[src/rtl/demux_pkg.sv]
// Shared definitions for the registered 1-to-2 output demultiplexer.
// Channel indices, slot state encoding and default widths.
package demux_pkg;

  localparam int DATA_W_DEF = 8;
  localparam int CNT_W_DEF  = 8;

  localparam logic CH0 = 1'b0;
  localparam logic CH1 = 1'b1;

  typedef enum logic {
    EMPTY = 1'b0,
    FULL  = 1'b1
  } slot_state_e;

endpackage

[src/rtl/demux_out_slot.sv]
// One-entry output holding slot with valid/ready handshake.
// The transfer counter exists only when DEMUX_CNT_EN is defined.
module demux_out_slot
  import demux_pkg::*;
#(
  parameter int DATA_W = DATA_W_DEF
`ifdef DEMUX_CNT_EN
  , parameter int CNT_W = CNT_W_DEF
`endif
) (
  input  logic              clk,
  input  logic              rst_n,
  input  logic              load,
  input  logic [DATA_W-1:0] load_data,
  input  logic              out_ready,
  output logic              out_valid,
  output logic [DATA_W-1:0] out_data
`ifdef DEMUX_CNT_EN
  , output logic [CNT_W-1:0] cnt
`endif
);

  slot_state_e       state_q, state_d;
  logic [DATA_W-1:0] data_q, data_d;
  logic              fire_s;

  // Next-state and data-load logic; a load while firing keeps the slot FULL with no bubble
  always_comb begin
    state_d = state_q;
    data_d  = data_q;
    fire_s  = (state_q == FULL) && out_ready;
    case (state_q)
      EMPTY: begin
        if (load) begin
          state_d = FULL;
        end else begin
          state_d = EMPTY;
        end
      end
      FULL: begin
        if (load) begin
          state_d = FULL;
        end else if (out_ready) begin
          state_d = EMPTY;
        end else begin
          state_d = FULL;
        end
      end
      default: state_d = EMPTY;
    endcase
    if (load) begin
      data_d = load_data;
    end else begin
      data_d = data_q;
    end
  end

  // State and data registers
  always_ff @(posedge clk or negedge rst_n) begin
    if (!rst_n) begin
      state_q <= EMPTY;
      data_q  <= {DATA_W{1'b0}};
    end else begin
      state_q <= state_d;
      data_q  <= data_d;
    end
  end

  assign out_valid = (state_q == FULL);
  assign out_data  = data_q;

`ifdef DEMUX_CNT_EN
  logic [CNT_W-1:0] cnt_q, cnt_d;

  // Transfer counter advances on each output fire and wraps naturally
  always_comb begin
    cnt_d = cnt_q;
    if (fire_s) begin
      cnt_d = cnt_q + {{(CNT_W-1){1'b0}}, 1'b1};
    end else begin
      cnt_d = cnt_q;
    end
  end

  // Counter register
  always_ff @(posedge clk or negedge rst_n) begin
    if (!rst_n) begin
      cnt_q <= {CNT_W{1'b0}};
    end else begin
      cnt_q <= cnt_d;
    end
  end

  assign cnt = cnt_q;
`else
  logic unused_fire_s;
  assign unused_fire_s = fire_s;
`endif

endmodule

[src/rtl/eight_bit_demux_reg.sv]
// Registered 1-to-2 demultiplexer steering ALU results to one of two consumers.
// Optional per-channel transfer counters are enabled with DEMUX_CNT_EN.
module eight_bit_demux_reg
  import demux_pkg::*;
#(
  parameter int DATA_W = DATA_W_DEF
`ifdef DEMUX_CNT_EN
  , parameter int CNT_W = CNT_W_DEF
`endif
) (
  input  logic              clk,
  input  logic              rst_n,
  input  logic              in_valid,
  output logic              in_ready,
  input  logic [DATA_W-1:0] in_data,
  input  logic              sel,
  output logic              y0_valid,
  input  logic              y0_ready,
  output logic [DATA_W-1:0] y0,
  output logic              y1_valid,
  input  logic              y1_ready,
  output logic [DATA_W-1:0] y1
`ifdef DEMUX_CNT_EN
  , output logic [CNT_W-1:0] cnt0
  , output logic [CNT_W-1:0] cnt1
`endif
);

  logic in_ready_s;
  logic accept_s;
  logic load0_s;
  logic load1_s;

  // Ready follows only the selected slot, so a stalled channel never blocks the other
  always_comb begin
    in_ready_s = 1'b0;
    accept_s   = 1'b0;
    load0_s    = 1'b0;
    load1_s    = 1'b0;
    if (sel == CH1) begin
      in_ready_s = !y1_valid || y1_ready;
    end else begin
      in_ready_s = !y0_valid || y0_ready;
    end
    accept_s = in_valid && in_ready_s;
    load0_s  = accept_s && (sel == CH0);
    load1_s  = accept_s && (sel == CH1);
  end

  assign in_ready = in_ready_s;

  demux_out_slot #(
    .DATA_W (DATA_W)
`ifdef DEMUX_CNT_EN
    , .CNT_W (CNT_W)
`endif
  ) u_slot0 (
    .clk       (clk),
    .rst_n     (rst_n),
    .load      (load0_s),
    .load_data (in_data),
    .out_ready (y0_ready),
    .out_valid (y0_valid),
    .out_data  (y0)
`ifdef DEMUX_CNT_EN
    , .cnt     (cnt0)
`endif
  );

  demux_out_slot #(
    .DATA_W (DATA_W)
`ifdef DEMUX_CNT_EN
    , .CNT_W (CNT_W)
`endif
  ) u_slot1 (
    .clk       (clk),
    .rst_n     (rst_n),
    .load      (load1_s),
    .load_data (in_data),
    .out_ready (y1_ready),
    .out_valid (y1_valid),
    .out_data  (y1)
`ifdef DEMUX_CNT_EN
    , .cnt     (cnt1)
`endif
  );

endmodule

[config.mk]
export PLATFORM = sky130hd
export DESIGN_NAME = eight_bit_demux_reg
export DESIGN_NICKNAME = d
export VERILOG_FILES = /design/src/rtl/demux_pkg.sv /design/src/rtl/demux_out_slot.sv /design/src/rtl/eight_bit_demux_reg.sv
export SDC_FILE = /design/constraint.sdc
export NUM_CORES = 1
export LEC_CHECK = 0
export ABC_AREA = 1
export CORE_MARGIN = 5
export CORE_UTILIZATION = 37
export CTS_CLUSTER_DIAMETER = 50
export CTS_CLUSTER_SIZE = 25
export DETAILED_ROUTE_END_ITERATION = 8
export PLACE_DENSITY = 0.76
export SLEW_MARGIN = 10
export SYNTH_ARGS = -nofsm -noshare
export SYNTH_HDL_FRONTEND = slang
export SYNTH_SLANG_ARGS = --single-unit
export TNS_END_PERCENT = 1
[constraint.sdc]
create_clock -name clk -period 0.8 [get_ports clk]
set_input_delay 0.16 -clock clk [delete_from_list [all_inputs] [get_ports clk]]
set_output_delay 0.16 -clock clk [all_outputs]
set_load 0.05 [all_outputs]
==> summary.md <==
| Metric | Value |
|---|---|
| Outcome | `finished, violations left` |
| Failing checks | `setup timing` |
| XOR/XNOR share of the synthesized area | `0%` |
| WL final | `between 2 and 2.5 mm` |
| Synthesized flop and latch total | `18` |
| Compound-Gate Fraction of Synth Area | `0%` |
| Clock sink count | `18` |
| Crit share post-route | `153%` |
| Final Instance Area | `1510 um^2` |
| Die area | `between 3000 and 4000 um^2` |
| Initial Utilization | `between 30% and 40%` |
| Layout cells sized above 1 | `37.7%` |
| Post-synthesis mux area share | `0%` |
| Core box area | `between 2000 and 2500 um^2` |
| Pwr/cell area | `around 2200 nW/um^2` |
| Clk buf depth | `2` |
| Pleak | `0.749 nW` |
| Worst hold path class | `input pin to asynchronous set/reset pin` |
| Reg2Reg Depth | `6` |
| Synth Net Count | `between 90 and 100` |
| Clock buffers created by TritonCTS | `3` |
| Die outline height | `56.7 um` |
| Initial antenna violation count | `0` |
| GRT Residual Overflow | `0` |
| Fmax | `0.817 GHz` |
| Hold_buf cts | `0` |
| Worst R2R End | `u_slot0.out_data[6]$_DFFE_PN0P_` |
| Largest net degree at the start of global routing | `19` |
| Final setup fails | `37` |
| Routability cong. | `just under 0.8` |
| Pint | `~0.0021 W` |
| Post-synthesis simple-gate area fraction | `between 30% and 40%` |
| Slew headroom | `around 90%` |
| Peak VDD IR | `between 1500 and 2000 uV` |
| Adder-cell share of the synthesized area | `0%` |
| Worst-Skew Late Latency | `between 200 and 300 ps` |
| Final Total Pwr | `0.00333 W` |
| Synthesis-to-layout area growth | `87.6%` |
| Mapped Cells | `83` |
| # diodes | `0` |
| Register area share after synthesis | `between 50% and 60%` |
| DR WL/cell | `~14 um` |
| Detailed Place HPWL | `1.77 mm` |
| Combinational power share | `a little under half` |
| Most common cell after layout, fill and taps aside | `nand2_1` |
| Cell taking the most area after synthesis | `dfrtp_1` |
| Sw Share | `37.4%` |
| Slew @ Worst Pin | `150 ps` |
| Clock Skews | `about 4.5 ps` |
| Synth area leaders | `dfrtp_1 56%, nand2_1 17%, nand4_1 12%, nand3_4 4.3%, buf_6 2.8%` |
| Placed Area | `around 1400 um^2` |
| Vias in the first global route | `831` |
| Fillers | `about 130` |
| Largest family of logic cells by synthesized area | `simple AND/OR/NAND/NOR gates` |
| Hold_ws | `roughly 190 ps` |
| Vias | `just under 800` |
| PnR worst setup slack | `-424 ps` |
| Final Hold Viols | `0` |
| Fin. max-slew vios | `0` |
| Final ANT Viol Nets | `0` |
| Mapped cell area | `between 800 and 900 um^2` |
| H-tree Lvls | `1` |
| Die Span X | `approximately 57 um` |
| Final #Nets | `between 100 and 150` |
| CP Max Fanout | `2` |
| Most frequent cells in the layout | `34 x nand2_1, 20 x buf_12, 16 x nand4_1, 16 x dfrtp_1, 13 x buf_4` |
| Std cell rows | `16` |
| Root Buffer | `clkbuf_4` |
| RR Startpoint | `u_slot0.out_valid$_DFF_PN0_` |
| Max_cap viols | `0` |
| Util after Layout | `between 70 and 80%` |
| First-pass GRT wire length | `~3.7 mm` |
| Clock transition at path regs | `110 ps` |
| Via-per-instance ratio | `just over 5` |
| Worst Path Required | `640 ps` |
| Distinct cells, synth | `10` |
| Worst Setup Start Kind | `flip-flop` |
| RSZ-0062 raised after global routing | `true` |
| Crit path DAT | `1060 ps` |
| Global-route usage over all layers | `roughly 15%` |
| YS warnings | `0` |
| Reg power frac | `36.2%` |
| Crit path time final | `between 1000 and 1500 ps` |
| R2r setup slk | `-290 ps` |
| Crit. End Element | `output port` |
| Avg Inst Size Synth | `between 9 and 10 um^2` |
| CTS tree | `built` |
| Share of the synthesized area in the top cell type | `approximately 56%` |
| DRT iter0 DRCs | `15` |
| First-pass detailed-route iteration total | `4` |
| Clk pwr share | `16.8%` |
| Top Ports | `33` |
| Remaining DRCs | `0` |
| Net Sw Power | `approximately 0.0012 W` |
| Critical path class | `flip-flop to output port` |
| IO buf count | `32` |
## how the worst max path moves through the flow
stage	start	endpoint	slack [ps]
5_1_grt	u_slot0.out_valid$_DFF_PN0_	in_ready	-460
3_5_place_dp	sel	in_ready	-460
6_report	u_slot1.out_valid$_DFF_PN0_	in_ready	-420
4_1_cts	u_slot1.out_valid$_DFF_PN0_	in_ready	-440
2_1_floorplan	u_slot0.out_valid$_DFF_PN0_	in_ready	-300
3_3_place_gp	sel	in_ready	-440
## cells by family after synthesis
logic type / after synthesis
simple gates: 57
flops: 18
buf+inv: 8
## Yosys cell counts
cell type,number
nand3_4,2
buf_4,2
buf_12,1
dfrtp_1,18
nand4_1,16
nand2_1,37
inv_2,1
nand2_2,2
buf_6,2
inv_1,2
## worst max-delay path, stage by stage, from the launching register on
cell,delay (ps)
dfrtp_2,440
nand2_4,80
nand2_4,60
nand2_8,70
buf_12,120
## metrics by stage
| step | cells | setup TNS [ps] | worst slack, ps |
|---|---|---|---|
| floorplan | 83 | -3870 | -303 |
| global placement | 150 | -7380 | -444 |
| detailed placement | 150 | -7890 | -460 |
| CTS | 156 | -8400 | -440 |
| global route | 157 | -10550 | -463 |
| finish | 157 | -8940 | -424 |
## layout make-up
cell class	instances	area (um^2)	share of cell area, %
timing repair buffer	48	649	43.0
sequential	18	453	30.0
multi-input combinational	57	328	21.7
clock buffer	4	36.3	2.40
tap	27	33.8	2.24
inverter	3	11.3	0.745
## state kept, by name (all words and copies together), names as in the netlist
signal             flops
u_slot0.out_data       8
u_slot1.out_data       8
u_slot0.out_valid      1
u_slot1.out_valid      1
## routing by layer
metal	GRT usage, %	wire, um	vias to the layer above
li1	-	-	374
met1	17.0	885	387
met5	0	0	-
met4	6.78	27	0
met2	25.2	1160	28
met3	2.75	115	2
## power by group through the flow
stage	Sequential, W	Clock (W)	Combinational [W]
after floorplan	0.00163	0	0.000260
after global placement	0.00121	0	0.00152
after global routing	0.00122	0.000607	0.00163
after CTS	0.00121	0.000567	0.00157
final	0.00121	0.000559	0.00156
after detailed placement	0.00122	0	0.00155
## timing repair
action | in CTS | in global routing
pin swaps | 3 | 4
gates resized for setup | 5 | 0
setup endpoints to repair | 37 | 37
gates cloned | 0 | 0
setup buffers | 2 | 1
Note: power is estimated with default switching activity, not from simulation.
